[config.mk]
export PLATFORM = sky130hd
export DESIGN_NAME = infifo_dispatcher
export DESIGN_NICKNAME = d
export VERILOG_FILES = /design/src/rtl/arya_pkt_pkg.sv /design/src/rtl/rr_picker.sv /design/src/rtl/infifo_dispatcher.sv
export SDC_FILE = /design/constraint.sdc
export NUM_CORES = 1
export LEC_CHECK = 0
export CAP_MARGIN = 20
export CORE_MARGIN = 5
export CORE_UTILIZATION = 35
export CTS_BUF_LIST = sky130_fd_sc_hd__clkbuf_8
export CTS_CLUSTER_DIAMETER = 80
export DETAILED_ROUTE_END_ITERATION = 12
export DONT_BUFFER_PORTS = 1
export HOLD_SLACK_MARGIN = 0.06
export PLACE_DENSITY_LB_ADDON = 0.12
export SLEW_MARGIN = 30
export SYNTH_ARGS = -nofsm -noshare
export SYNTH_HDL_FRONTEND = slang
export SYNTH_SLANG_ARGS = --single-unit
[constraint.sdc]
create_clock -name clk -period 3.45 [get_ports clk]
set_input_delay 0.69 -clock clk [delete_from_list [all_inputs] [get_ports clk]]
set_output_delay 0.69 -clock clk [all_outputs]
set_load 0.02 [all_outputs]
[src/rtl/arya_pkt_pkg.sv]
// -----------------------------------------------------------------------------
// arya_pkt_pkg
//
// Shared definitions for the packet ingress/egress steering blocks.
//   disp_state_t  : dispatcher FSM encodings (idle, header run, payload run)
//   CTRL_DATA     : ctrl byte value that marks a plain payload word
//   thread_idx_w  : index width for a given thread count (never below 1 bit)
//   THREAD_IDX_W  : index width for the default eight-thread configuration
// -----------------------------------------------------------------------------
package arya_pkt_pkg;

    typedef enum logic [1:0] {
        StIdle    = 2'd0,
        StHdr     = 2'd1,
        StPayload = 2'd2
    } disp_state_t;

    localparam logic [7:0] CTRL_DATA = 8'h00;

    localparam int unsigned NUM_THREADS_DEFAULT = 8;

    // A single-thread build still needs a 1-bit index to declare vectors.
    function automatic int unsigned thread_idx_w(input int unsigned n);
        return (n > 1) ? $clog2(n) : 1;
    endfunction

    localparam int unsigned THREAD_IDX_W = thread_idx_w(NUM_THREADS_DEFAULT);

endpackage

[src/rtl/rr_picker.sv]
// -----------------------------------------------------------------------------
// rr_picker
//
// Combinational round-robin find-first. Returns the first set bit of
// free_mask at or above ptr, wrapping modulo NUM.
//   free_mask : NUM-bit mask of candidates (1 = selectable)
//   ptr       : starting index, must be < NUM
//   sel       : selected index (0 when nothing is selectable)
//   valid     : at least one candidate exists
// -----------------------------------------------------------------------------
module rr_picker #(
    parameter int unsigned NUM   = 8,
    parameter int unsigned IDX_W = 3
) (
    input  logic [NUM-1:0]   free_mask,
    input  logic [IDX_W-1:0] ptr,
    output logic [IDX_W-1:0] sel,
    output logic             valid
);

    // base + off folded back into 0..NUM-1; both operands are < NUM.
    function automatic logic [IDX_W-1:0] wrap_add(input logic [IDX_W-1:0] base,
                                                  input int unsigned      off);
        int unsigned s;
        s = 32'(base) + off;
        if (s >= NUM) begin
            s = s - NUM;
        end
        return s[IDX_W-1:0];
    endfunction

    // Scan from the farthest offset down so the nearest hit is written last.
    always_comb begin
        sel   = '0;
        valid = |free_mask;
        for (int i = int'(NUM) - 1; i >= 0; i--) begin
            if (free_mask[wrap_add(ptr, unsigned'(i))]) begin
                sel = wrap_add(ptr, unsigned'(i));
            end
        end
    end

endmodule

[src/rtl/infifo_dispatcher.sv]
// -----------------------------------------------------------------------------
// infifo_dispatcher
//
// Steers each complete inbound packet into one free thread input FIFO,
// choosing threads round-robin, and pulses that thread's start line once the
// last word has been written. A thread stays claimed until it releases itself.
//
// Ports
//   clk, reset      : rising-edge clock, synchronous active-high reset
//   in_data/in_ctrl : inbound word and ctrl byte (ctrl != 0: header or last)
//   in_wr           : word valid, legal only while in_rdy is high
//   in_rdy          : registered accept-ready
//   df_in_data/ctrl : registered copy of the accepted word, to all threads
//   df_in_wr        : one-hot write strobe to the thread being filled
//   thread_start    : one-cycle pulse, packet complete in that thread
//   thread_release  : one-cycle pulse per thread, thread is free again
//   thread_claimed  : per-thread ownership status
//   overflow_err    : one-cycle pulse, word offered while not ready (dropped)
// -----------------------------------------------------------------------------
module infifo_dispatcher
    import arya_pkt_pkg::*;
#(
    parameter int unsigned NUM_THREADS = 8
) (
    input  logic                   clk,
    input  logic                   reset,
    input  logic [63:0]            in_data,
    input  logic [7:0]             in_ctrl,
    input  logic                   in_wr,
    output logic                   in_rdy,
    output logic [63:0]            df_in_data,
    output logic [7:0]             df_in_ctrl,
    output logic [NUM_THREADS-1:0] df_in_wr,
    output logic [NUM_THREADS-1:0] thread_start,
    input  logic [NUM_THREADS-1:0] thread_release,
    output logic [NUM_THREADS-1:0] thread_claimed,
    output logic                   overflow_err
);

    localparam int unsigned IDX_W = thread_idx_w(NUM_THREADS);

    disp_state_t            state;
    logic [IDX_W-1:0]       ptr;
    logic [IDX_W-1:0]       cur;
    // Set on the edge that accepts a last word; turns the following
    // df_in_wr strobe into the start pulse.
    logic                   last_q;

    logic                   accept;
    logic [IDX_W-1:0]       pick_sel;
    logic                   pick_valid;
    logic [NUM_THREADS-1:0] rel_mask;
    logic [NUM_THREADS-1:0] claim_set;

    function automatic logic [NUM_THREADS-1:0] onehot(input logic [IDX_W-1:0] idx);
        logic [NUM_THREADS-1:0] v;
        v      = '0;
        v[idx] = 1'b1;
        return v;
    endfunction

    assign accept = in_wr & in_rdy;

    rr_picker #(
        .NUM   (NUM_THREADS),
        .IDX_W (IDX_W)
    ) u_picker (
        .free_mask (~thread_claimed),
        .ptr       (ptr),
        .sel       (pick_sel),
        .valid     (pick_valid)
    );

    // The thread being filled cannot be released out from under the packet.
    always_comb begin
        rel_mask = thread_release;
        if (state != StIdle) begin
            rel_mask[cur] = 1'b0;
        end
    end

    // Only unclaimed threads are picked, so a claim never collides with a
    // release of the same index on one edge.
    always_comb begin
        claim_set = '0;
        if (state == StIdle && pick_valid) begin
            claim_set = onehot(pick_sel);
        end
    end

    always_ff @(posedge clk) begin
        if (reset) begin
            state          <= StIdle;
            ptr            <= '0;
            cur            <= '0;
            last_q         <= 1'b0;
            in_rdy         <= 1'b0;
            df_in_data     <= '0;
            df_in_ctrl     <= '0;
            df_in_wr       <= '0;
            thread_start   <= '0;
            thread_claimed <= '0;
            overflow_err   <= 1'b0;
        end else begin
            df_in_wr       <= '0;
            last_q         <= 1'b0;
            overflow_err   <= in_wr & ~in_rdy;
            thread_start   <= last_q ? df_in_wr : '0;
            thread_claimed <= (thread_claimed & ~rel_mask) | claim_set;

            if (accept) begin
                df_in_data <= in_data;
                df_in_ctrl <= in_ctrl;
                df_in_wr   <= onehot(cur);
            end

            unique case (state)
                StIdle: begin
                    if (pick_valid) begin
                        cur    <= pick_sel;
                        in_rdy <= 1'b1;
                        state  <= StHdr;
                    end
                end
                StHdr: begin
                    if (accept && in_ctrl == CTRL_DATA) begin
                        state <= StPayload;
                    end
                end
                StPayload: begin
                    if (accept && in_ctrl != CTRL_DATA) begin
                        in_rdy <= 1'b0;
                        last_q <= 1'b1;
                        state  <= StIdle;
                        if (32'(cur) == NUM_THREADS - 1) begin
                            ptr <= '0;
                        end else begin
                            ptr <= cur + IDX_W'(1);
                        end
                    end
                end
                default: begin
                    in_rdy <= 1'b0;
                    state  <= StIdle;
                end
            endcase
        end
    end

endmodule

# Yosys cells after proc, flatten, opt, wreduce, memory -nomap -nowiden
# Cells that the tools add are included.
# W data, S select, Z words.
# totals
register_bits,107
out_inout_bits,98
# classes
n_bitwise,13
reduce_logical,17
add_sub_neg,16
muxes,47
n_eq_ne,6
n_lt_le_gt_ge,20
# op_table
cell,count
$mux W3,17
$lt A3 B4 Y1 const B,10
$ge A4 B4 Y1 const B,7
$bmux W1 S3,8
$not A8 Y8,3
$sub A3 B1 Y3 const B,8
$add A3 B3 Y4 const B,4
$and A8 B8 Y8,2
$mux W8,2
$mux W1,13
$add A3 B2 Y4 const B,2
$logic_not A8 Y1,1
$or A8 B8 Y8,1
$reduce_bool A8 Y1,1
$reduce_or A8 Y1,1
$demux W1 S3,2
$ge A3 B1 Y1 const B,2
$mux W2,3
$ne A2 B2 Y1 const B,3
$pmux W2 S3,1
$reduce_and A3 Y1,2
$reduce_or A2 Y1,3
$logic_and A1 B1 Y1,5
$not A1 Y1,5
11 further kinds,13

# Depth between registers and ports, before layout
# logic_depth
depth_word,19
ltp_mapped,12
mapped_depth_nobuf,9

# Hierarchy
# A second synthesis with hierarchy kept.
# unflattened
hier_cells,528
hier_area_um2,4538.1
# by_module_without_submodules
mod,area_each_um2,instances,cells_per_inst
infifo_dispatcher,3746.1,1,443
rr_picker,792.0,1,85

# Worst setup path after synthesis
# Ideal clock, no wire load.
# synth_path
path_kind,register to register
startpoint,register ptr[1]
endpoint,register thread_claimed[5]
n_path_buf,3
setup_ns,0.117
path_stages_with_launch,12
path_slack_ns,0.230
t_required_ns,3.333
t_arrival_ns,3.102
period_less_slack_ns,3.220
cell_sequence,dfxtp_1 -> buf_2 -> buf_2 -> inv_1 -> ha_1 -> buf_6 -> mux2_2 -> mux4_2 -> a311o_1 -> a221o_1 -> and2_4 -> a32o_1
# synth_between
elab_chain_len,19
# synth_lines
element,line,text
start: declaration,infifo_dispatcher.sv:43,logic [IDX_W-1:0] ptr;
start signal: assignment,infifo_dispatcher.sv:138,ptr <= cur + IDX_W'(1);
$add A3 B3 Y4,rr_picker.sv:25,s = 32'(base) + off;
$ge A4 B4 Y1 / $sub A3 B1 Y3 (equally long branches),"rr_picker.sv:26, rr_picker.sv:27",
$mux W3,rr_picker.sv:26,if (s >= NUM) begin
$bmux W1 S3,rr_picker.sv:37,"if (free_mask[wrap_add(ptr, unsigned'(i))]) begin"
$mux W1 (not written as such),rr_picker.sv:37,
$mux W3 (7 in series),rr_picker.sv:37,
$mux W3 *,rr_picker.sv:37,
$lt A3 B4 Y1 (not written as such) / $ge A3 B1 Y1 (equally long branches),infifo_dispatcher.sv:58,v[idx] = 1'b1;
$logic_and A1 B1 Y1 (not written as such),infifo_dispatcher.sv:58,
$mux W1 (not written as such),infifo_dispatcher.sv:58,
$demux W1 S3 *,infifo_dispatcher.sv:58,
$mux W8 *,infifo_dispatcher.sv:86,if (state == StIdle && pick_valid) begin
$or A8 B8 Y8 *,infifo_dispatcher.sv:109,thread_claimed <= (thread_claimed & ~rel_mask) | claim_set;
end signal: assignment,infifo_dispatcher.sv:109,
end: declaration,infifo_dispatcher.sv:36,"output logic [NUM_THREADS-1:0] thread_claimed,"
# Every way passes the cells marked *; elsewhere a longest branch is shown, timed or not. The select of a mux whose other input is x is not followed.
# A chain may end at the register's enable or synchronous reset.

# Final worst setup path
# layout_path
startpoint,register ptr[0]
endpoint,register thread_claimed[5]
# The elaborated chain is that of the path after synthesis.

==> tab_implementation.tex <==
\begin{tabular}{lr}
\hline
Metric & Value \\
\hline
\multicolumn{2}{l}{\textbf{Status}} \\
Status & completed \\
\multicolumn{2}{l}{\textbf{Power}} \\
Worst ir drop on vdd & 0.246 mV \\
Power per cell area & 446 mW/mm\^{}2 \\
Internal power of the cells & 1.62 mW \\
Relative contribution of the clock network to total power & 32.8\% \\
Psw & 642 uW \\
Comb pwr share & 6.4\% \\
Switching Fraction & 28.4\% \\
Lkg Pwr & 1.68 nW \\
PnR Total Power & 2.26 mW \\
Sequential fraction of design power & 60.8\% \\
\multicolumn{2}{l}{\textbf{STA}} \\
Final cycle utilization of the critical path & 91.7\% \\
Total negative setup slack & 0 ns \\
Slew Viols, Final & 0 \\
Max\_slew headroom & 50.4\% \\
Worst clock skew on the final layout & 0.0103 ns \\
Upper clock frequency limit & 316 MHz \\
Setup repair after global routing missed its margin & false \\
Final Hold Violating Endpoints & 0 \\
Clock period minus final worst setup slack & 3.16 ns \\
Tightest Pin Transition & 0.742 ns \\
Setup-failing EPs final & 0 \\
Final worst slack & 0.286 ns \\
\multicolumn{2}{l}{\textbf{Synth}} \\
Syn\_area\_per\_cell & 8.47 um\^{}2 \\
Flip-flop cell with the highest count after synthesis & dfxtp\_1 \\
Flop and latch count out of synthesis & 107 \\
Post-synthesis async set-or-reset flop share & 0\% \\
Number of distinct library cells after synthesis & 52 \\
Post-synthesis net count & 656 \\
Synth Instances & 569 \\
Count of yosys warnings during synthesis & 0 \\
Sequential element share of the synthesized area & 44.4\% \\
Mapped cell area & 0.00482 mm\^{}2 \\
Post-synth EDFFs & 0 \\
\multicolumn{2}{l}{\textbf{Final layout}} \\
Summed area of non-filler cells in the final layout & 0.00507 mm\^{}2 \\
Antenna Diode Count & 0 \\
Nets & 625 \\
Layout Area Growth over Synthesis & 5.11\% \\
Share of post-route cells with drive strength above 1 & 9.21\% \\
Filler cell count & 1427 \\
\multicolumn{2}{l}{\textbf{Global routing}} \\
Number of global-route vias before repair & 3892 \\
Global-route wire length before repair & 20.8 mm \\
Total congestion overflow & 0 \\
Maximum number of pins on one net before global-route repair & 90 \\
Combined global-route utilization of all metal layers & 16.0\% \\
Initial antenna violation count & 0 \\
\multicolumn{2}{l}{\textbf{Routing}} \\
Iteration count of the initial detailed-routing pass & 5 \\
Via density per instance & 5.42 \\
Number of vias after detailed routing & 3896 \\
Final wirelength & 13.2 mm \\
Average wire per standard cell & 18.4 um \\
Number of DRC markers in iteration 0 & 345 \\
DRC viols & 0 \\
Antenna Violating Nets Remaining & 0 \\
\multicolumn{2}{l}{\textbf{Clock network}} \\
Clock root buffer master & clkbuf\_8 \\
Clock insertion delay at the later pin of the skew report & 0.38 ns \\
Longest Clk Path Bufs & 2 \\
Sinks on Clock Net & 107 \\
Number of buffers created by CTS & 9 \\
Clock tree from TritonCTS & built \\
Hold buffer count at cts & 0 \\
Level count of the clock H-tree & 3 \\
Post-CTS setup-driven buffer insertion count & 0 \\
Number of instances resized during post-cts repair & 0 \\
Clock slew at the register clock pins of the worst setup and hold paths & 0.11 ns \\
\multicolumn{2}{l}{\textbf{Worst setup path}} \\
Crit path capture type & flop \\
Required arrival time at the worst endpoint & 3.73 ns \\
CP arrival & 3.45 ns \\
Crit start category & flop \\
Type of the worst setup path & flop to flop \\
Largest driver fanout on the critical path & 10 \\
\multicolumn{2}{l}{\textbf{Place}} \\
Count of buffers from port buffering & 0 \\
Pre-CTS setup slack & 0.321 ns \\
Routability Congestion & 0.836 \\
Cell area after placement & 0.00488 mm\^{}2 \\
Placed wire-length estimate after detailed placement & 9.40 mm \\
\multicolumn{2}{l}{\textbf{Min path}} \\
Hold/Removal Path Class & input pin to flop \\
\multicolumn{2}{l}{\textbf{Floorplanning}} \\
Floorplan die area & 0.0162 mm\^{}2 \\
Die Span X & 127 um \\
Total number of placement rows & 42 \\
Die height & 127 um \\
Total I/O pin count & 181 \\
Initial Util & 36.0\% \\
Std-Cell Core Area & 0.0134 mm\^{}2 \\
\multicolumn{2}{l}{\textbf{Run}} \\
Total of max-cap violations & 0 \\
\hline
\end{tabular}
==> logic make-up (layout without fill, tap and decap cells) <==
group,after synthesis,count (layout),synth area share [%]
and+or+nand+nor,232,232,20.6
AOI/OAI and AO/OA,130,130,16.2
DFF,107,107,44.4
buffers and inverters,54,28,4.80
muxes,39,39,12.2
adders and majority gates,4,4,1.04
xor gates and xnor gates,3,3,0.701
==> cells in the final DEF, fill, tap and decap left out, types with 6 or more instances in the layout <==
cell and n:
mux4_2 15, clkbuf_8 9, and2_1 11, dfxtp_1 107
a32o_1 6, mux2_2 9, mux2i_1 14, o21ai_0 10
nand3_1 6, nand2_1 153, a21oi_1 80, nor2_1 28
==> Yosys cell counts (all sizes together) (6+ instances only) <==
library cell / count / area (um^2)
nor2: 28 / 105
o21ai: 13 / 65.1
mux2: 10 / 113
nand2: 154 / 578
buf: 12 / 72.6
a21oi: 80 / 400
a32o: 6 / 60.1
dfxtp: 107 / 2140
and2: 13 / 83.8
mux4: 15 / 338
mux2i: 14 / 140
inv: 6 / 22.5
clkbuf: 35 / 133
nand3: 6 / 30.0
==> through the flow <==
| stage | hold WS, ns | cells | utilization [%] |
|---|---|---|---|
| 5_1_grt | 0.319 | 719 | 37.8 |
| 4_1_cts | 0.338 | 719 | 37.8 |
| 3_3_place_gp | 0.538 | 703 | 36.4 |
| 3_5_place_dp | 0.549 | 703 | 36.4 |
| 2_1_floorplan | 0.510 | 569 | - |
| 6_report | 0.373 | 719 | 37.8 |
==> registers in the layout, indices dropped and copies added (netlist names) <==
name and flops:
df_in_data 64, df_in_ctrl 8, df_in_wr 8, thread_claimed 8
thread_start 8, cur 3, ptr 3, state 2
in_rdy 1, last_q 1, overflow_err 1
==> worst max-delay path, stage by stage, from the launching register on <==
cell and delay (ns):
dfxtp_1 0.35, inv_2 0.11, ha_1 0.54, mux2_2 0.42, mux4_2 0.53, a311o_1 0.29, a221o_1 0.39, and2_4 0.20
a32o_1 0.24
==> path summary, 6_finish.rpt <==
kind | startpoint | slack [ns] | endpoint | cells after the start
setup / recovery | ptr[0] | 0.29 | thread_claimed[5] | 8
hold / removal | reset | 0.37 | df_in_data[25] | 1
setup reg to reg | ptr[0] | 0.29 | thread_claimed[5] | 8
hold reg to reg | df_in_data[22] | 0.56 | df_in_data[22] | 2
==> cell type report <==
class                   instances  area (um^2)  area share [%]
flip-flops and latches        107         2140            42.3
clock buffers                   9          124            2.44
repair buffers                  5         37.5           0.741
inverters                       7         26.3           0.518
clock inverters                 7         66.3            1.31
multi-input cells             408         2450            48.4
well taps                     176          220            4.34
==> routing by layer <==
metal / global-route usage (%) / share of wire [%] / vias up
met5: 0 / 0 / -
met4: 5.24 / 1.1 / 0
li1: - / - / 1895
met3: 8.47 / 13 / 10
met1: 18.6 / 39 / 1804
met2: 25.3 / 47 / 187
==> power groups by stage <==
stage / combinational, mW / sequential, mW / clock, mW
after global placement: 0.142 / 1.41 / 0
after detailed placement: 0.146 / 1.41 / 0
after CTS: 0.146 / 1.38 / 0.778
final: 0.145 / 1.37 / 0.743
after global routing: 0.164 / 1.38 / 0.828
after floorplan: 0.147 / 1.38 / 0
(Power assumes the default switching activity.)
